===== src/rtl/mem_axi_arbiter.sv =====
// Two-master to one-slave AXI burst arbiter (icache = master 0, dcache = master 1).
// Read and write channels arbitrate independently; grants last a whole burst.
module mem_axi_arbiter #(
    parameter int ADDR_W     = 32,
    parameter int DATA_W     = 64,
    parameter int WAIT_BRESP = 1
) (
    input  logic                clk,
    input  logic                rst,
    input  logic [1:0]          m_arvalid,
    input  logic [2*ADDR_W-1:0] m_araddr,
    input  logic [15:0]         m_arlen,
    input  logic [5:0]          m_arsize,
    input  logic [3:0]          m_arburst,
    output logic [1:0]          m_arready,
    output logic [1:0]          m_rvalid,
    output logic [1:0]          m_rlast,
    input  logic [1:0]          m_rready,
    output logic [DATA_W-1:0]   m_rdata,
    output logic [1:0]          m_rresp,
    input  logic [1:0]          m_awvalid,
    input  logic [2*ADDR_W-1:0] m_awaddr,
    input  logic [15:0]         m_awlen,
    input  logic [3:0]          m_awburst,
    output logic [1:0]          m_awready,
    input  logic [1:0]          m_wvalid,
    input  logic [2*DATA_W-1:0] m_wdata,
    input  logic [15:0]         m_wstrb,
    input  logic [1:0]          m_wlast,
    output logic [1:0]          m_wready,
    output logic [1:0]          m_bvalid,
    output logic [1:0]          m_bresp,
    input  logic [1:0]          m_bready,
    output logic                s_arvalid,
    output logic [ADDR_W-1:0]   s_araddr,
    output logic [7:0]          s_arlen,
    output logic [2:0]          s_arsize,
    output logic [1:0]          s_arburst,
    input  logic                s_arready,
    input  logic                s_rvalid,
    input  logic                s_rlast,
    output logic                s_rready,
    input  logic [DATA_W-1:0]   s_rdata,
    input  logic [1:0]          s_rresp,
    output logic                s_awvalid,
    output logic [ADDR_W-1:0]   s_awaddr,
    output logic [7:0]          s_awlen,
    output logic [1:0]          s_awburst,
    input  logic                s_awready,
    output logic                s_wvalid,
    output logic [DATA_W-1:0]   s_wdata,
    output logic [7:0]          s_wstrb,
    output logic                s_wlast,
    input  logic                s_wready,
    input  logic                s_bvalid,
    input  logic [1:0]          s_bresp,
    output logic                s_bready,
    output logic                err_len
);

    typedef enum logic [1:0] {R_IDLE, R_ADDR, R_DATA} rstate_t;
    typedef enum logic [1:0] {W_IDLE, W_ADDR, W_DATA, W_RESP} wstate_t;

    rstate_t     rstate, rstate_nxt;
    wstate_t     wstate, wstate_nxt;
    logic        rgnt, last_rgnt, wgnt, last_wgnt;
    logic [7:0]  rlen;
    logic [8:0]  beats;
    logic        ar_hs, r_hs, w_done;

    assign s_araddr  = rgnt ? m_araddr[2*ADDR_W-1:ADDR_W] : m_araddr[ADDR_W-1:0];
    assign s_arlen   = rgnt ? m_arlen[15:8]   : m_arlen[7:0];
    assign s_arsize  = rgnt ? m_arsize[5:3]   : m_arsize[2:0];
    assign s_arburst = rgnt ? m_arburst[3:2]  : m_arburst[1:0];
    assign s_awaddr  = wgnt ? m_awaddr[2*ADDR_W-1:ADDR_W] : m_awaddr[ADDR_W-1:0];
    assign s_awlen   = wgnt ? m_awlen[15:8]   : m_awlen[7:0];
    assign s_awburst = wgnt ? m_awburst[3:2]  : m_awburst[1:0];
    assign s_wdata   = wgnt ? m_wdata[2*DATA_W-1:DATA_W] : m_wdata[DATA_W-1:0];
    assign s_wstrb   = wgnt ? m_wstrb[15:8]   : m_wstrb[7:0];
    assign s_wlast   = wgnt ? m_wlast[1]      : m_wlast[0];
    assign m_rdata   = s_rdata;
    assign m_rresp   = s_rresp;
    assign m_bresp   = s_bresp;

    assign ar_hs = s_arvalid && s_arready;
    assign r_hs  = s_rvalid && s_rready;

    always_comb begin
        rstate_nxt = rstate;
        m_arready  = '0;
        m_rvalid   = '0;
        m_rlast    = '0;
        s_arvalid  = 1'b0;
        s_rready   = 1'b0;
        unique case (rstate)
            R_IDLE: if (|m_arvalid) rstate_nxt = R_ADDR;
            R_ADDR: begin
                s_arvalid       = m_arvalid[rgnt];
                m_arready[rgnt] = s_arready;
                if (s_arvalid && s_arready) rstate_nxt = R_DATA;
            end
            R_DATA: begin
                m_rvalid[rgnt] = s_rvalid;
                m_rlast[rgnt]  = s_rlast;
                s_rready       = m_rready[rgnt];
                if (s_rvalid && s_rready && s_rlast) rstate_nxt = R_IDLE;
            end
            default: rstate_nxt = R_IDLE;
        endcase
    end

    always_ff @(posedge clk or posedge rst) begin
        if (rst) begin
            rstate    <= R_IDLE;
            rgnt      <= 1'b0;
            last_rgnt <= 1'b1;
            rlen      <= '0;
            beats     <= '0;
            err_len   <= 1'b0;
        end else begin
            rstate <= rstate_nxt;
            if (rstate == R_IDLE && |m_arvalid)
                rgnt <= (&m_arvalid) ? ~last_rgnt : m_arvalid[1];
            if (ar_hs) begin
                rlen  <= s_arlen;
                beats <= '0;
            end
            if (r_hs) begin
                beats <= beats + 9'd1;
                if (s_rlast) begin
                    if (beats + 9'd1 != {1'b0, rlen} + 9'd1) err_len <= 1'b1;
                    last_rgnt <= rgnt;
                end
            end
        end
    end

    // Without WAIT_BRESP the arbiter sinks every B itself.
    always_comb begin
        wstate_nxt = wstate;
        m_awready  = '0;
        m_wready   = '0;
        m_bvalid   = '0;
        s_awvalid  = 1'b0;
        s_wvalid   = 1'b0;
        s_bready   = (WAIT_BRESP == 0);
        w_done     = 1'b0;
        unique case (wstate)
            W_IDLE: if (|m_awvalid) wstate_nxt = W_ADDR;
            W_ADDR: begin
                s_awvalid       = m_awvalid[wgnt];
                m_awready[wgnt] = s_awready;
                if (s_awvalid && s_awready) wstate_nxt = W_DATA;
            end
            W_DATA: begin
                s_wvalid       = m_wvalid[wgnt];
                m_wready[wgnt] = s_wready;
                if (s_wvalid && s_wready && s_wlast) begin
                    wstate_nxt = (WAIT_BRESP != 0) ? W_RESP : W_IDLE;
                    w_done     = (WAIT_BRESP == 0);
                end
            end
            W_RESP: begin
                m_bvalid[wgnt] = s_bvalid;
                s_bready       = m_bready[wgnt];
                if (s_bvalid && s_bready) begin
                    wstate_nxt = W_IDLE;
                    w_done     = 1'b1;
                end
            end
            default: wstate_nxt = W_IDLE;
        endcase
    end

    always_ff @(posedge clk or posedge rst) begin
        if (rst) begin
            wstate    <= W_IDLE;
            wgnt      <= 1'b0;
            last_wgnt <= 1'b1;
        end else begin
            wstate <= wstate_nxt;
            if (wstate == W_IDLE && |m_awvalid)
                wgnt <= (&m_awvalid) ? ~last_wgnt : m_awvalid[1];
            if (w_done) last_wgnt <= wgnt;
        end
    end

endmodule


===== config.mk =====
export PLATFORM = sky130hd
export DESIGN_NAME = mem_axi_arbiter
export DESIGN_NICKNAME = d
export VERILOG_FILES = /design/src/rtl/mem_axi_arbiter.sv
export SDC_FILE = /design/constraint.sdc
export NUM_CORES = 1
export LEC_CHECK = 0
export ABC_AREA = 1
export BUFFER_PORTS_ARGS = -buffer_cell sky130_fd_sc_hd__buf_2
export CORE_AREA = 2 2 256 258
export CTS_BUF_LIST = sky130_fd_sc_hd__clkbuf_4 sky130_fd_sc_hd__clkbuf_8
export CTS_CLUSTER_DIAMETER = 200
export DETAILED_ROUTE_END_ITERATION = 7
export DIE_AREA = 0 0 258 260
export GPL_TIMING_DRIVEN = 0
export PLACE_DENSITY = 0.38
export SKIP_CTS_REPAIR_TIMING = 1
export SYNTH_ARGS = -nofsm -noshare
export SYNTH_HDL_FRONTEND = slang
export SYNTH_SLANG_ARGS = --single-unit

===== constraint.sdc =====
create_clock -name clk -period 1.4 [get_ports clk]
set_clock_uncertainty 0.05 [all_clocks]
set_input_delay 0.28 -clock clk [delete_from_list [all_inputs] [get_ports clk]]
set_output_delay 0.28 -clock clk [all_outputs]
set_load 0.005 [all_outputs]

==> Yosys cells after proc, flatten, opt, wreduce, memory -nomap -nowiden <==
Cells that the tools add are included.
{ "totals": {"reg_bits": 26, "inputBits": 406, "out_inout_bits": 246, "word_cells": 110} }
{ "classes": {"n_eq_ne": 13, "order_cmp": 4, "addsub": 2, "bitwise_logic": 8, "n_mux": 50, "reduce_logical": 24} }
{ "op_table": {"columns": ["op", "n"], "rows": [
  ["2-to-1 mux 32 bit", 2],
  ["2-to-1 mux 64 bit", 1],
  ["2-to-1 mux 2 bit", 15],
  ["2-to-1 mux 8 bit", 3],
  ["2-to-1 mux 1 bit", 22],
  ["2-to-1 mux 9 bit", 2],
  ["logical AND 1 bit", 13],
  ["bitwise AND 2 bit", 6],
  ["inequality test 2 bit, second input constant", 6],
  ["adder 8 x 1 -> 9 bit, second input constant", 1],
  ["adder 9 x 1 -> 9 bit, second input constant", 1],
  ["inequality test 9 bit", 1],
  ["one-hot mux 2 bit (4 select lines)", 1],
  ["== test 2 bit, second input constant", 3],
  ["one-hot mux 2 bit (3 select lines)", 1],
  ["AND reduction 2 bit", 3],
  ["AND reduction 3 bit", 2],
  ["== test 2 x 1 -> 1 bit, second input constant", 2],
  ["logical NOT 2 bit", 2],
  ["less-than comparator 1 x 2 -> 1 bit, second input constant", 2],
  ["AND reduction 4 bit", 1],
  ["OR reduction 2 bit", 2],
  ["2-to-1 mux 3 bit", 1],
  ["demux 1 bit (select 1 bit)", 2],
  ["other kinds (4)", 6]
]} }

==> Logic depth before layout (Yosys ltp) <==
Gate-level depths: netlist of run 1.
{ "logic_depth": {"ltp_word": 6, "depth_mapped": 13, "ltp_nobuf": 13} }

==> Least setup slack after synthesis of run 1 <==
Ideal clock, no wire load.
{ "synth_timing": {"kind": "flip-flop to output port", "from": "register wgnt", "to": "output port s_wdata[60]", "required_ns": 1.070, "path_stages_with_launch": 7, "setup_slack_ns": -0.158, "path_buffers": 4, "t_arrival_ns": 1.228, "cell_sequence": "dfrtp_1 buf_2 buf_2 buf_2 clkbuf_1 nand2_1 nand2_1"} }
{ "synth_via": {"elab_chain_cells": 1} }
{ "synth_rtl": {"columns": ["item", "line_no", "source"], "rows": [
  ["start, declared", "66", "logic rgnt, last_rgnt, wgnt, last_wgnt;"],
  ["start signal, assigned", "183", "wgnt <= (&m_awvalid) ? ~last_wgnt : m_awvalid[1];"],
  ["2-to-1 mux 64 bit", "78", "assign s_wdata = wgnt ? m_wdata[2*DATA_W-1:DATA_W] : m_wdata[DATA_W-1:0];"],
  ["end, declared", "51", "output logic [DATA_W-1:0] s_wdata,"]
]} }
Every way passes these cells.

==> Worst setup path in the final report of run 1 <==
{ "layout_timing": {"from": "register wgnt", "to": "output port s_wstrb[4]"} }
{ "layout_via": {"elab_chain_cells": 1} }
{ "layout_rtl": {"columns": ["item", "line_no", "source"], "rows": [
  ["2-to-1 mux 8 bit", "79", "assign s_wstrb = wgnt ? m_wstrb[15:8] : m_wstrb[7:0];"],
  ["end, declared", "52", "output logic [7:0] s_wstrb,"]
]} }
Every way passes these cells.

==> results of run 1 <==
power groups by stage:
stage | Clock (uW) | Combinational (uW) | Sequential [uW]
2_1_floorplan | 0 | 4860 | 1240
3_3_place_gp | 0 | 10400 | 1300
3_5_place_dp | 0 | 10300 | 1300
4_1_cts | 563 | 10300 | 1280
5_1_grt | 597 | 14500 | 1350
6_report | 528 | 13100 | 1300
final cells by class:
cell class,instances,share of cell area (%)
well taps,855,11.0
multi-input cells,692,34.1
clock buffers,4,0.566
repair buffers,596,34.6
plain buffers,107,10.8
inverters,46,2.06
flip-flops and latches,26,6.71
diodes,2,0.0515
worst max path at each step:
stage / to / slack [ns] / from
finish: s_wstrb[4] / -0.51 / wgnt
global route: s_wstrb[4] / -0.59 / wgnt
CTS: s_awaddr[27] / -1.06 / wgnt
detailed placement: s_awaddr[27] / -0.71 / wgnt
global placement: s_awaddr[27] / -0.73 / wgnt
floorplan: s_araddr[14] / -0.06 / rgnt
state kept, by name (all words and copies together) (netlist names):
signal,count
last_rgnt,1
beats,9
wgnt,1
wstate,2
err_len,1
rgnt,1
rlen,8
rstate,2
last_wgnt,1
cells in the final DEF, fill, tap and decap left out, types with 4 or more instances in the layout:
master and n:
buf_12 12, o21ai_0 11, o22ai_1 4, nor3_1 4
nand3_1 17, dfrtp_1 24, clkbuf_8 4, buf_4 85
o21ai_1 9, nand2_2 70, buf_6 47, inv_1 41
nor2_2 4, nand2_1 483, nor2_1 27, nand2_4 30
buf_2 542, buf_8 7, clkbuf_16 7, nor3_2 6
nor3_4 4
worst max-delay path: cells and delay by family (launching register included):
kind | cells | cell delay [ns]
buffers and inverters | 6 | 0.79
and+or+nand+nor | 2 | 0.12
DFF | 1 | 0.37
stage by stage:
stage / total power (uW) / setup TNS (ns)
finish: 14900 / -73.91
global route: 16400 / -93.53
CTS: 12200 / -141.91
detailed placement: 11600 / -80.66
global placement: 11700 / -83.78
floorplan: 6100 / -1.00
metal layers:
layer | up-vias | global-route usage (%) | part of all wire, %
met4 | 4 | 2.55 | 2.6
met2 | 376 | 19.9 | 53
li1 | 3756 | - | -
met1 | 3136 | 11.7 | 38
met3 | 32 | 1.85 | 6.7
met5 | - | 0 | 0.060
cell families (layout without fill, tap and decap cells):
logic type,Yosys count,in the layout,share of synthesized area [%]
adders and majority gates,6,6,1.74
other,0,2,0
DFF,26,26,15.1
xor gates and xnor gates,2,2,0.405
buffers and inverters,153,753,19.9
muxes,1,1,0.231
AOI/OAI and AO/OA,31,31,4.02
and+or+nand+nor,652,652,58.6
==> impl_metrics.tcl, run 1 <==
set metrics [dict create \
    synth-edff-count 0 \
    power.switching_uw 7820 \
    sw_frac_of_total_pct 52.4 \
    place_inst 2309 \
    synth.most_common_cell "nand2_1" \
    cts_buffers 3 \
    tritoncts "built" \
    synth_nets 1283 \
    grt_pass1_vias 6874 \
    fin_util_pct 15.2 \
    cp_slowest_cell "dfrtp_1" \
    synth_cell_types 30 \
    synthArstFlopShare_pct 100 \
    synth_commonest_cells "nand2_1 (581), buf_4 (68), inv_1 (44)" \
    worstReg2RegStart "rgnt" \
    ys.flop_type "dfrtp_1" \
    firstDrtPassIters 4 \
    multiInputGateArea_sq_um 3320 \
    io_buffers 583 \
    grt_usage_pct 10.3 \
    die-area_sq_um 67100 \
    finalInstanceArea_sq_um 9730 \
    seqPwrFrac_pct 8.7 \
    grt_overflow 0 \
    area_delta_synth_final_pct 125 \
    cap_violations 0 \
    relSlewSlack_pct 24.7 \
    clock_path_buffers 2 \
    ys_seq_elements 26 \
    globalplace.congestion 0.884 \
    fin_cells 2328 \
    start_util_pct 6.75 \
    die_w_um 258 \
    crit_path_max_fanout 7 \
    crit_path_frequent_cell "buf_12" \
    ir_worst_vdd_uv 613 \
    core_area_sq_um 64100 \
    rows 93 \
    finalCriticalPeriod_ns 1.91 \
    outcome "finished with violations" \
    start_kind "flip-flop" \
    worstPathRequired_ns 1.07 \
    clock_power_share_pct 3.5 \
    cts-htree-levels 1 \
    setup_viol 200 \
    post_dp_cell_area_sq_um 8380 \
    antenna_left 0 \
    post-dp-hpwl_um 34100 \
    cp_cell_sequence "buf_8 -> clkinv_8 -> buf_12 -> buf_12 -> buf_12 -> nand2_4 -> nand2_4 -> buf_6" \
    p_int_uw 7120 \
    hold_class "input pin to async pin" \
    layout_setup_ws_ns -0.511 \
    drive_gt1_share_pct 56.8 \
    holdWs_ns 0.207 \
    syn_avg_cell_area_sq_um 4.97 \
    viasPerCell 3.14 \
    grt_max_degree 27 \
    worstMarginPinSlew_ns 1.13 \
    period_share_pct 136 \
    antenna_found_initial 9 \
    synth_top_area_share_pct 50.4 \
    violations "negative setup slack" \
    synth-seq-area-share_pct 15.1 \
    yosys_warnings 0 \
    seq_area_sq_um 653 \
    netlist_instances 871 \
    rrSetupSlack_ns -0.29 \
    clk_latency_ns 0.28 \
    place_worst_setup_slack_ns -0.713 \
    hold_viol_final 0 \
    first_iter_violations 329 \
    rsz0062_at_grt "true" \
    criticalPathCategory "flip-flop to output port" \
    synth_area_sq_um 4330 \
    maxSlewViolCount 0 \
    drt-total-wl_um 38400 \
    slowest_delay_ns 0.37 \
    wire_per_inst_um 16.5 \
    rr_worst_depth 9 \
    r2r_end "beats[6]" \
    nets 1884 \
    cts-root-buf "clkbuf_8" \
    synth_area_leaders "nand2_1 (50%), dfrtp_1 (14%), buf_4 (12%)" \
    grt_pass1_wl_um 49800 \
    crit_path_end_kind "output port" \
    route.detailed.drc 0 \
    powerDensity_nw_per_um2 1540 \
    fmax_mhz 523 \
    die_h_um 260 \
    yosys.area.top_type "nand2_1" \
    vias 7304 \
    pwr-share-comb_pct 87.7 \
    ios 652 \
    power_leakage_uw 0.00568 \
    clk_pin_slew_ns 0.11 \
    worstPathArrival_ns 1.58 \
    fill_cells 7557 \
    numClockSinks 26 \
]
No activity file was read; power rests on OpenSTA's default activity.
==> inputs of run 2 (changes only) <==
Settings changed: ABC_AREA 1 to 0, CORE_AREA 2 2 256 258 to 2 2 255 257, DIE_AREA 0 0 258 260 to 0 0 257 259.
==> run 2 against run 1 <==
The flow still finishes with violations (negative setup slack). Worst hold slack lost 0.20 ns. Global-route usage shrank 1.6 points. Power shrank 5.8%. Die area shrank 0.77%. First-iteration DRC count shrank 42%. Via count shrank 19%. Cell count shrank 16%. Largest power group unchanged. Highest routed layer unchanged.
==> impl_metrics.tcl, run 2 <==
set metrics [dict create \
    outcome "finished with violations" \
    violations "negative setup slack" \
    netlist_instances 450 \
    synth_top_family_by_area "multiplexers" \
    worstMarginPinSlew_ns 0.733 \
    synth_nets 862 \
    rrSetupSlack_ns -0.53 \
    regMostFlops "beats" \
    viasPerCell 3.04 \
    drive_gt1_share_pct 88.1 \
    synth_cell_types 44 \
    die_h_um 259 \
    clk_pin_slew_ns 0.13 \
    setup_viol 201 \
    cts-htree-levels 1 \
    final_common_cell "buf_2" \
    grt_pass1_vias 5716 \
    synth-compound-area-share_pct 5.33 \
    place_worst_setup_slack_ns -0.547 \
    ir_worst_vdd_uv 581 \
    powerDensity_nw_per_um2 1430 \
    yosys.area_share.xor_xnor_pct 3.33 \
    reg.largest.list "beats x9, rlen x8" \
    cts_buffers 3 \
    synth.most_common_cell "mux2_2" \
    synth_top_area_share_pct 45.0 \
    post-dp-hpwl_um 28900 \
    yosys.area.top_type "mux2_2" \
    antenna_found_initial 9 \
    synthArstFlopShare_pct 100 \
    worstPathArrival_ns 1.70 \
    synth_area_sq_um 4130 \
    grt_pass1_wl_um 41600 \
    synth-edff-count 0 \
    first_iter_violations 191 \
    relSlewSlack_pct 51.1 \
    maxSlewViolCount 0 \
    criticalPathCategory "flip-flop to output port" \
    yosys_warnings 0 \
    largest_reg_flops 9 \
    clk_latency_ns 0.32 \
    crit_path_end_kind "output port" \
    tritoncts "built" \
    grt_usage_pct 8.73 \
    crit_path_frequent_cell "clkbuf_16" \
    synth_commonest_cells "mux2_2 (165), buf_4 (68), nand2_1 (41)" \
    die-area_sq_um 66600 \
    die_w_um 257 \
    rows 93 \
    hold_viol_final 0 \
    layout_setup_ws_ns -0.631 \
    finalCriticalPeriod_ns 2.03 \
    worstPathRequired_ns 1.07 \
    clock_path_buffers 2 \
    synth-seq-area-share_pct 15.8 \
    p_total_uw 14100 \
    antenna_left 0 \
    slowest_delay_ns 0.46 \
    globalplace.congestion 0.919 \
    core_area_sq_um 63900 \
    vias 5912 \
    rsz0062_at_grt "true" \
    syn_avg_cell_area_sq_um 9.18 \
    synth_fa_ha_area_share_pct 1.82 \
    crit_path_max_fanout 6 \
    grt_overflow 0 \
    firstDrtPassIters 4 \
    fin_setup_tns_ns -103.80 \
    fmax_mhz 492 \
    area_delta_synth_final_pct 139 \
    yosys.area_share.simple_pct 11.6 \
    cap_violations 0 \
    ys_seq_elements 26 \
    hold_class "input pin to async pin" \
    cp_cell_sequence "buf_12 -> clkbuf_16 -> clkbuf_16 -> mux2_4 -> buf_6" \
    cp_slowest_cell "dfrtp_2" \
    start_util_pct 6.46 \
    numClockSinks 26 \
    power_leakage_uw 0.00493 \
    holdWs_ns 0.00804 \
    start_kind "flip-flop" \
    drt-total-wl_um 33100 \
    wire_per_inst_um 17.0 \
    synthMuxAreaShare_pct 46.5 \
    period_share_pct 145 \
    cts-root-buf "clkbuf_8" \
    route.detailed.drc 0 \
    grt_max_degree 27 \
    mostFrequentLayoutCells "buf_2 (530), mux2_2 (117), buf_4 (96), buf_6 (66), mux2_4 (48)" \
    synth_area_leaders "mux2_2 (45%), dfrtp_1 (15%), buf_4 (12%)" \
    ios 652 \
    ys.flop_type "dfrtp_1" \
    io_buffers 583 \
    nets 1498 \
]
==> run 2: cell count changes after synthesis, moves of 13 or more <==
cell | before | now
nor2_1 | 28 | 15
nand2_1 | 581 | 41
mux2_2 | 0 | 165
clkbuf_1 | 24 | 3
inv_1 | 44 | 8
==> run 2: critical path: cells and delay by family (launching register included) <==
kind	cells	cell delay, ns
buffers and inverters	4	0.60
DFF	1	0.46
muxes	1	0.32
==> run 2: routing by layer <==
metal	vias to the layer above	part of all wire (%)	GRT usage, %
li1	2804	-	-
met1	2746	36	9.38
met2	333	50	15.0
met3	25	12	4.29
met4	4	2.3	2.73
met5	-	0.079	0
==> run 2: final cells by class <==
class | count | area, sq um
fillers | 7295 | 54000
repair buffers | 631 | 3840
multi-input cells | 325 | 3290
well taps | 855 | 1070
plain buffers | 91 | 891
flip-flops and latches | 26 | 663
clock buffers | 3 | 41.3
inverters | 8 | 32.5
clock inverters | 1 | 30.0
diodes | 4 | 10.0
==> run 2: power by group <==
part | switching [uW] | internal, uW
logic | 4910 | 7000
clock network | 342 | 386
registers | 388 | 1040
total | 5640 | 8430
==> run 2: final timing paths <==
path / startpoint / end / cells past startpoint
min in group clk: s_arready / rstate[0] / 2
worst min register to register: rlen[1] / rlen[1] / 2
worst max-delay path: wgnt / s_wdata[54] / 5
max in group asynchronous: rst / rlen[2] / 2
worst min-delay path: rst / rstate[0] / 2
worst max register to register: wgnt / wstate[1] / 6
==> run 2: stage by stage <==
step | util, % | area [sq um] | std cells
after floorplan | - | 4420 | 450
after global placement | 13.2 | 8410 | 1888
after detailed placement | 13.2 | 8410 | 1888
after CTS | 13.3 | 8480 | 1892
after global routing | 15.4 | 9870 | 1944
final | 15.4 | 9870 | 1944
==> run 2: kinds of logic (layout without fill, tap and decap cells) <==
logic type | Yosys count | in the layout
compound gates | 33 | 33
xor+xnor | 14 | 14
fa+ha+maj | 6 | 6
buf+inv | 99 | 734
flops | 26 | 26
mux | 171 | 171
other cells | 0 | 4
simple gates | 101 | 101
